`config.mk`:
```
export PLATFORM = sky130hd
export DESIGN_NAME = jt12_i2s_tx
export DESIGN_NICKNAME = d
export VERILOG_FILES = /design/src/rtl/jt12_i2s_tx.sv
export SDC_FILE = /design/constraint.sdc
export NUM_CORES = 1
export LEC_CHECK = 0
export CORE_MARGIN = 2
export CORE_UTILIZATION = 49
export CTS_CLUSTER_DIAMETER = 150
export DETAILED_ROUTE_END_ITERATION = 10
export MAX_ROUTING_LAYER = met4
export PLACE_DENSITY = 0.77
export SYNTH_ARGS = -nofsm -noshare
export SYNTH_HDL_FRONTEND = slang
export SYNTH_SLANG_ARGS = --single-unit
```
`constraint.sdc`:
```
create_clock -name clk -period 2.1 [get_ports clk]
set_input_delay 0.42 -clock clk [delete_from_list [all_inputs] [get_ports clk]]
set_output_delay 0.42 -clock clk [all_outputs]
set_load 0.005 [all_outputs]
```
`src/rtl/jt12_i2s_tx.sv`:
```
// Stereo I2S transmitter fed by the channel accumulator through a one-deep holding buffer.
// Define JT12_I2S_LJ_EN for left-justified framing (load on bit 0, lrclk=1 marks the left slot).
module jt12_i2s_tx #(
    parameter int WIDTH    = 12,
    parameter int SLOTW    = 16,
    parameter int BCLK_DIV = 4
) (
    input  logic             clk,
    input  logic             rst_n,
    input  logic             clk_en,
    input  logic [WIDTH-1:0] left,
    input  logic [WIDTH-1:0] right,
    input  logic             sample_valid,
    output logic             sample_ready,
    output logic             bclk,
    output logic             lrclk,
    output logic             sdata,
    output logic             overrun,
    output logic             underrun,
    input  logic             clr_flags
);

    localparam int FRAMEW = 2 * SLOTW;
    localparam int BITW   = $clog2(FRAMEW);
    localparam int DIVW   = (BCLK_DIV > 1) ? $clog2(BCLK_DIV) : 1;
    localparam int PADW   = SLOTW - WIDTH;

    localparam logic [0:0] ST_IDLE = 1'b0;
    localparam logic [0:0] ST_RUN  = 1'b1;

    localparam logic [DIVW-1:0] DIV_LAST = DIVW'(BCLK_DIV - 1);
    localparam logic [BITW-1:0] BIT_LAST = BITW'(FRAMEW - 1);
    localparam logic [BITW-1:0] BIT_SLOT = BITW'(SLOTW);

`ifdef JT12_I2S_LJ_EN
    localparam logic            LJ_MODE  = 1'b1;
    localparam logic [BITW-1:0] LOAD_BIT = '0;
`else
    localparam logic            LJ_MODE  = 1'b0;
    localparam logic [BITW-1:0] LOAD_BIT = BITW'(1);
`endif

    // Each sample sits left-justified in its slot with zero padding below it.
    function automatic logic [FRAMEW-1:0] pack_frame(input logic [WIDTH-1:0] l,
                                                     input logic [WIDTH-1:0] r);
        logic [SLOTW-1:0] l_pad;
        logic [SLOTW-1:0] r_pad;
        l_pad = SLOTW'(l) << PADW;
        r_pad = SLOTW'(r) << PADW;
        return {l_pad, r_pad};
    endfunction

    logic [0:0]        state_q, state_d;
    logic [DIVW-1:0]   div_q, div_d;
    logic [BITW-1:0]   bit_q, bit_d;
    logic              bclk_q, bclk_d;
    logic              lrclk_q, lrclk_d;
    logic              sdata_q, sdata_d;
    logic [FRAMEW-1:0] shift_q, shift_d;
    logic [WIDTH-1:0]  hold_l_q, hold_l_d;
    logic [WIDTH-1:0]  hold_r_q, hold_r_d;
    logic              pend_q, pend_d;
    logic              ovr_q, ovr_d;
    logic              und_q, und_d;

    logic              div_wrap;
    logic              fall_edge;
    logic              load_pt;
    logic [BITW-1:0]   bit_inc;
    logic [FRAMEW-1:0] frame_word;
    logic              ovr_evt;
    logic              und_evt;

    assign div_wrap   = (div_q == DIV_LAST);
    assign fall_edge  = (state_q == ST_RUN) && div_wrap && bclk_q;
    assign bit_inc    = (bit_q == BIT_LAST) ? '0 : bit_q + BITW'(1);
    assign load_pt    = fall_edge && (bit_inc == LOAD_BIT);
    assign frame_word = pack_frame(hold_l_q, hold_r_q);

    always_comb begin
        state_d  = state_q;
        div_d    = div_q;
        bit_d    = bit_q;
        bclk_d   = bclk_q;
        lrclk_d  = lrclk_q;
        sdata_d  = sdata_q;
        shift_d  = shift_q;
        hold_l_d = hold_l_q;
        hold_r_d = hold_r_q;
        pend_d   = pend_q;
        ovr_d    = ovr_q;
        und_d    = und_q;
        ovr_evt  = 1'b0;
        und_evt  = 1'b0;

        if (clk_en) begin
            // A strobe on the load tick refills the buffer after the frame took the old word.
            if (sample_valid) begin
                hold_l_d = left;
                hold_r_d = right;
                pend_d   = 1'b1;
            end else if (load_pt) begin
                pend_d = 1'b0;
            end
            ovr_evt = sample_valid && pend_q && !load_pt;
            und_evt = load_pt && !pend_q;

            if (state_q == ST_IDLE) begin
                if (sample_valid) begin
                    state_d = ST_RUN;
                    div_d   = '0;
                    bit_d   = '0;
                    bclk_d  = 1'b0;
                    if (LJ_MODE) begin
                        shift_d = pack_frame(left, right);
                        sdata_d = left[WIDTH-1];
                        lrclk_d = 1'b1;
                        pend_d  = 1'b0;
                    end
                end
            end else begin
                div_d = div_wrap ? '0 : div_q + DIVW'(1);
                if (div_wrap) begin
                    bclk_d = ~bclk_q;
                end
                if (fall_edge) begin
                    bit_d   = bit_inc;
                    lrclk_d = LJ_MODE ? (bit_inc < BIT_SLOT) : (bit_inc >= BIT_SLOT);
                    if (load_pt) begin
                        shift_d = frame_word;
                        sdata_d = frame_word[FRAMEW-1];
                    end else begin
                        shift_d = shift_q << 1;
                        sdata_d = shift_q[FRAMEW-2];
                    end
                end
            end

            ovr_d = (ovr_q & ~clr_flags) | ovr_evt;
            und_d = (und_q & ~clr_flags) | und_evt;
        end
    end

    always_ff @(posedge clk or negedge rst_n) begin
        if (!rst_n) begin
            state_q  <= ST_IDLE;
            div_q    <= '0;
            bit_q    <= '0;
            bclk_q   <= 1'b0;
            lrclk_q  <= 1'b0;
            sdata_q  <= 1'b0;
            shift_q  <= '0;
            hold_l_q <= '0;
            hold_r_q <= '0;
            pend_q   <= 1'b0;
            ovr_q    <= 1'b0;
            und_q    <= 1'b0;
        end else begin
            state_q  <= state_d;
            div_q    <= div_d;
            bit_q    <= bit_d;
            bclk_q   <= bclk_d;
            lrclk_q  <= lrclk_d;
            sdata_q  <= sdata_d;
            shift_q  <= shift_d;
            hold_l_q <= hold_l_d;
            hold_r_q <= hold_r_d;
            pend_q   <= pend_d;
            ovr_q    <= ovr_d;
            und_q    <= und_d;
        end
    end

    assign sample_ready = ~pend_q;
    assign bclk         = bclk_q;
    assign lrclk        = lrclk_q;
    assign sdata        = sdata_q;
    assign overrun      = ovr_q;
    assign underrun     = und_q;

endmodule

```
---- Word-level counts from Yosys, hierarchy flattened ----
Cells that the tools add are included.
word-level totals
  register bits after elaboration ......... 69
  input bits .............................. 29
  output and inout port bits .............. 6
  word-level logic and storage cells ...... 59
cells by class
  add/subtract/negate cells ............... 2
  $lt $le $gt $ge ......................... 1
  equal/unequal tests ..................... 5
  multiplexer cells ....................... 16
  bitwise operators ....................... 7
  reduce and logical (&&, ||, !) cells .... 16
operators by type and width
  operator                                                                  number
  31-bit two-way mux                                                        1
  5-bit two-way mux                                                         4
  3-bit AND reduction                                                       3
  1-bit two-way mux                                                         8
  1-bit logical AND                                                         6
  2-bit two-way mux                                                         3
  2-bit AND reduction                                                       3
  5-bit by 1-bit adder with 5-bit output (second input constant)            1
  5-bit by 1-bit equality test with 1-bit output (second input constant)    1
  5-bit equality test (second input constant)                               1
  5-bit greater-or-equal comparator (second input constant)                 1
  2-bit by 1-bit inequality test with 1-bit output (second input constant)  2
  2-bit nonzero test                                                        2
  1-bit NOT                                                                 3
  2-bit by 1-bit adder with 2-bit output (second input constant)            1
  1-bit bitwise AND                                                         2
  2-bit equality test (second input constant)                               1
  1-bit zero test                                                           2
  1-bit bitwise OR                                                          2

---- Depth between registers and ports, before layout ----
  depth after elaboration ................. 7
  gate-level depth with buffers ........... 9
  depth with buffers taken out ............ 7

---- Least setup slack after synthesis ----
OpenSTA, ideal clock, no wires.
  kind .................................... reg2reg
  from .................................... register bit_q[0]
  to ...................................... register sdata_q (netlist: sdata)
  library setup time ...................... 0.126 ns
  arrival time ............................ 2.107 ns
  required time ........................... 1.974 ns
  setup slack ............................. -0.133 ns
  stages on the path, launching flop included .. 8
  buffers on the path ..................... 1
  clock period less this slack ............ 2.233 ns
  path through ............................ dfrtp_1 ha_1 and3_2 ha_1 a2111oi_4 a21oi_2 buf_6 a221o_1
on the way
  cells in the longest elaborated chain, start to end .. 5
  elaborated cells on any way between the ends .. 6
  classes of those cells .................. add/sub: 1; eq/ne: 2; mux: 2; reduce/logical: 1
RTL lines
  item                                                                           RTL line  text
  start, declared                                                                55        logic [BITW-1:0] bit_q, bit_d;
  start signal, assigned                                                         161       bit_q <= bit_d;
  5-bit by 1-bit adder with 5-bit output or 5-bit equality test (tied branches)  76        assign bit_inc = (bit_q == BIT_LAST) ? '0 : bit_q + BITW'(1);
  5-bit two-way mux *                                                            76
  5-bit by 1-bit equality test with 1-bit output *                               77        assign load_pt = fall_edge && (bit_inc == LOAD_BIT);
  1-bit logical AND *                                                            77
  1-bit two-way mux *                                                            129       if (load_pt) begin
  end signal, assigned                                                           164       sdata_q <= sdata_d;
  end, declared                                                                  58        logic sdata_q, sdata_d;
Mark *: on every way between the ends. The rest lies on a longest branch, timed or not.
A chain may end at the register's enable or synchronous reset.

---- Final worst setup path ----
  from .................................... register bit_q[0]
  to ...................................... register shift_q[25]
on the way
  cells in the longest elaborated chain, start to end .. 5
  elaborated cells on any way between the ends .. 6
  classes of those cells .................. add/sub: 1; eq/ne: 2; mux: 2; reduce/logical: 1
RTL lines
  item                                                                           RTL line  text
  5-bit by 1-bit adder with 5-bit output or 5-bit equality test (tied branches)  76
  5-bit two-way mux *                                                            76
  5-bit by 1-bit equality test with 1-bit output *                               77
  1-bit logical AND *                                                            77
  31-bit two-way mux *                                                           129
  end signal, assigned                                                           165       shift_q <= shift_d;
  end, declared                                                                  59        logic [FRAMEW-1:0] shift_q, shift_d;
Marks and branches as above.

==> flow_metrics.env <==
export IMPL_outcome="finished, final reports clean"
export IMPL_slew_headroom_pct=62.4
export IMPL_cts_max_path_buffers=2
export IMPL_dieWidth_um=78.9
export IMPL_drive_gt1_share_pct=26.3
export IMPL_finalMaxSlewViolations=0
export IMPL_fin_crit_ns=2.10
export IMPL_gp_congestion=0.789
export IMPL_grt_pass1_vias=1762
export IMPL_numPortBuffers=34
export IMPL_power_density_nw_per_um2=1140
export IMPL_routed_via_density=5.49
export IMPL_fin_util_pct=65.2
export IMPL_crit_fanout=6
export IMPL_drtAntennaViolNets=0
export IMPL_coreArea_um2=5470
export IMPL_grt_max_degree=34
export IMPL_mostFrequentLayoutCell="dfrtp_1"
export IMPL_synthXorXnorAreaFrac_pct=0.318
export IMPL_path_class="reg2reg"
export IMPL_rows=27
export IMPL_synth_cell_type_count=29
export IMPL_worstMarginPinSlew_ns=0.564
export IMPL_hold_viol=0
export IMPL_dr_pass1_iters=4
export IMPL_drc=0
export IMPL_syn2layout_area_growth_pct=29.8
export IMPL_final_cell_mix="65 x dfrtp_1, 33 x clkdlybuf4s50_1, 25 x mux2_2"
export IMPL_start_kind="flop"
export IMPL_timing_final_crit_share_pct=99.8
export IMPL_drt_wl_total_mm=5.43
export IMPL_synth_top_family_by_area="compound AO/OA/AOI/OAI gates"
export IMPL_slowest_delay_ns=0.40
export IMPL_critPathRequiredTime_ns=2.32
export IMPL_finalPower_w=0.00409
export IMPL_cts_buffers=9
export IMPL_hold_path_class="in2async"
export IMPL_crit_buf_inv=1
export IMPL_worst_path_most_repeated_cell="and3_4"
export IMPL_leakagePower_nw=1.58
export IMPL_die_height_um=78.9
export IMPL_netlist_area_um2=2750
export IMPL_synth_area_mux_share_pct=10.7
export IMPL_clk_latency_ns=0.34
export IMPL_max_cap_violations=0
export IMPL_yosysSeqAreaShare_pct=59.1
export IMPL_antenna_found_initial=0
export IMPL_synth_compound_area_share_pct=14.5
export IMPL_cp_slowest_cell="dfrtp_1"
export IMPL_dpl_hpwl_mm=3.20
export IMPL_synthesis_instances=207
export IMPL_avgSynthCellArea_um2=13.3
export IMPL_cts_tree="done"
export IMPL_clockRootBuffer="clkbuf_8"
export IMPL_dpl_instance_area_um2=3240
export IMPL_cts_sinks=65
export IMPL_critPathCaptureType="flop"
export IMPL_fmax_mhz=477
export IMPL_crit_family="simple AND/OR/NAND/NOR gates"
export IMPL_crit_chain="ha_2 -> and3_4 -> ha_4 -> nor2_1 -> mux2i_4 -> and3_4 -> clkbuf_16 -> a221o_1"
export IMPL_worstPathArrival_ns=2.32
export IMPL_start_util_pct=50.3
export IMPL_drt_initial_drc_count=126
export IMPL_vias=1835
export IMPL_die_area_um2=6230
export IMPL_synth_seq_cells=65
export IMPL_grt_setup_unrepaired="yes"
export IMPL_clk_pin_slew_ns=0.07
export IMPL_vdd_drop_max_mv=0.538
export IMPL_design_area_um2=3570
export IMPL_nets=291
export IMPL_io_pins=35
export IMPL_htreeDepth=3
export IMPL_grt_pass1_wl_mm=8.38
export IMPL_yosys_warnings=0
export IMPL_finClkSkew_ns=0.00767
export IMPL_grt_overflow=0
export IMPL_synth_fp_nets=240
export IMPL_routedWlPerCell_um=16.3
export IMPL_diodes=0
export IMPL_track_usage_pct=18.4
export IMPL_synth_fa_ha_area_share_pct=1.82
export IMPL_setup_violations=0
export IMPL_synthSimpleGateAreaFrac_pct=10.0
## power by group
group | switching, W | internal [W]
clock | 0.000443 | 0.000693
combinational | 0.000442 | 0.000646
sequential | 0.000231 | 0.00163
total | 0.00112 | 0.00297
## registers in the layout, indices dropped and copies added, names as in the netlist
register	count
shift_q	27
bclk	1
state_q	1
hold_l_q	12
overrun	1
hold_r_q	12
pend_q	1
div_q	2
bit_q	5
sdata	1
lrclk	1
underrun	1
## cell families (layout without fill, tap and decap cells)
| logic type | count (synthesis) | after routing |
|---|---|---|
| DFF | 65 | 65 |
| and+or+nand+nor | 50 | 50 |
| AOI/OAI and AO/OA | 43 | 45 |
| muxes | 26 | 26 |
| buffers and inverters | 18 | 71 |
| adders and majority gates | 4 | 4 |
| xor gates and xnor gates | 1 | 1 |
## worst register-to-register path, cell delays in order (launching register included)
cell and delay [ns]:
dfrtp_1 0.40, ha_2 0.19, and3_4 0.15, ha_4 0.17, nor2_1 0.19, mux2i_4 0.17
and3_4 0.25, clkbuf_16 0.16, a221o_1 0.30
## final timing paths
path	to	slack (ns)	from	cells after the start
min reg2reg	lrclk$_DFFE_PN0P_	0.49	lrclk$_DFFE_PN0P_	2
min in group clk	lrclk$_DFFE_PN0P_	0.49	lrclk$_DFFE_PN0P_	2
max in group asynchronous	overrun$_DFFE_PN0P_	1.47	rst_n	2
min	shift_q[19]$_DFFE_PN0P_	0.07	rst_n	1
max reg2reg	shift_q[25]$_DFFE_PN0P_	0.004	bit_q[0]$_DFFE_PN0P_	8
max	shift_q[25]$_DFFE_PN0P_	0.004	bit_q[0]$_DFFE_PN0P_	8
## metal layers
metal,vias to the layer above,GRT usage (%),routed length (µm)
li1,861,-,-
met1,930,22.9,2480
met2,36,27.9,2630
met3,8,5.11,221
met4,0,8.79,97
met5,-,-,0
## Yosys cell counts
cell type | n | area (µm²)
dfrtp_1 | 65 | 1630
mux2_2 | 25 | 282
a221o_1 | 23 | 230
and2_1 | 23 | 144
nand2_1 | 13 | 48.8
a22o_1 | 7 | 61.3
o21ai_0 | 7 | 35.0
inv_1 | 6 | 22.5
clkbuf_1 | 5 | 18.8
ha_1 | 4 | 50.1
buf_4 | 3 | 22.5
nor2_1 | 3 | 11.3
a32o_1 | 2 | 20.0
and3_1 | 2 | 12.5
buf_2 | 2 | 10.0
buf_6 | 2 | 22.5
nand3_1 | 2 | 10.0
nor2b_1 | 2 | 12.5
a2111oi_4 | 1 | 27.5
a21oi_2 | 1 | 8.76
a22o_2 | 1 | 10.0
and3_2 | 1 | 7.51
mux2i_2 | 1 | 13.8
nand2_4 | 1 | 11.3
nand2b_1 | 1 | 6.26
nand4_1 | 1 | 6.26
nor3_1 | 1 | 5.00
o21ai_1 | 1 | 5.00
xor2_1 | 1 | 8.76
## what timing repair did
item                                    in CTS  in global routing
hold buffers                                 0                  0
pin swaps                                    2                  4
setup buffers                                1                  1
resized for setup                            3                  5
gates cloned                                 1                  4
endpoints found under the setup margin      25                 26
## stage by stage
step / worst slack [ns] / hold WS, ns / std cells / TNS (ns)
finish: 0.00399 / 0.0695 / 334 / 0
global route: -0.0603 / 0.0976 / 334 / -1.16
CTS: 0.00429 / 0.0743 / 329 / 0
detailed placement: -0.0650 / 0.439 / 312 / -1.18
global placement: 0.000727 / 0.442 / 312 / 0
floorplan: -0.00358 / 0.124 / 207 / -0.0465
## layout make-up
cell class                 count  area (µm²)
sequential                    65        1630
multi-input combinational    126        1100
fill                         427        1900
clock buffer                  12         145
inverter                       6        22.5
clock inverter                 3        65.1
tap                           72        90.1
timing repair buffer          50         523
Power figures use the tool's default switching activity.
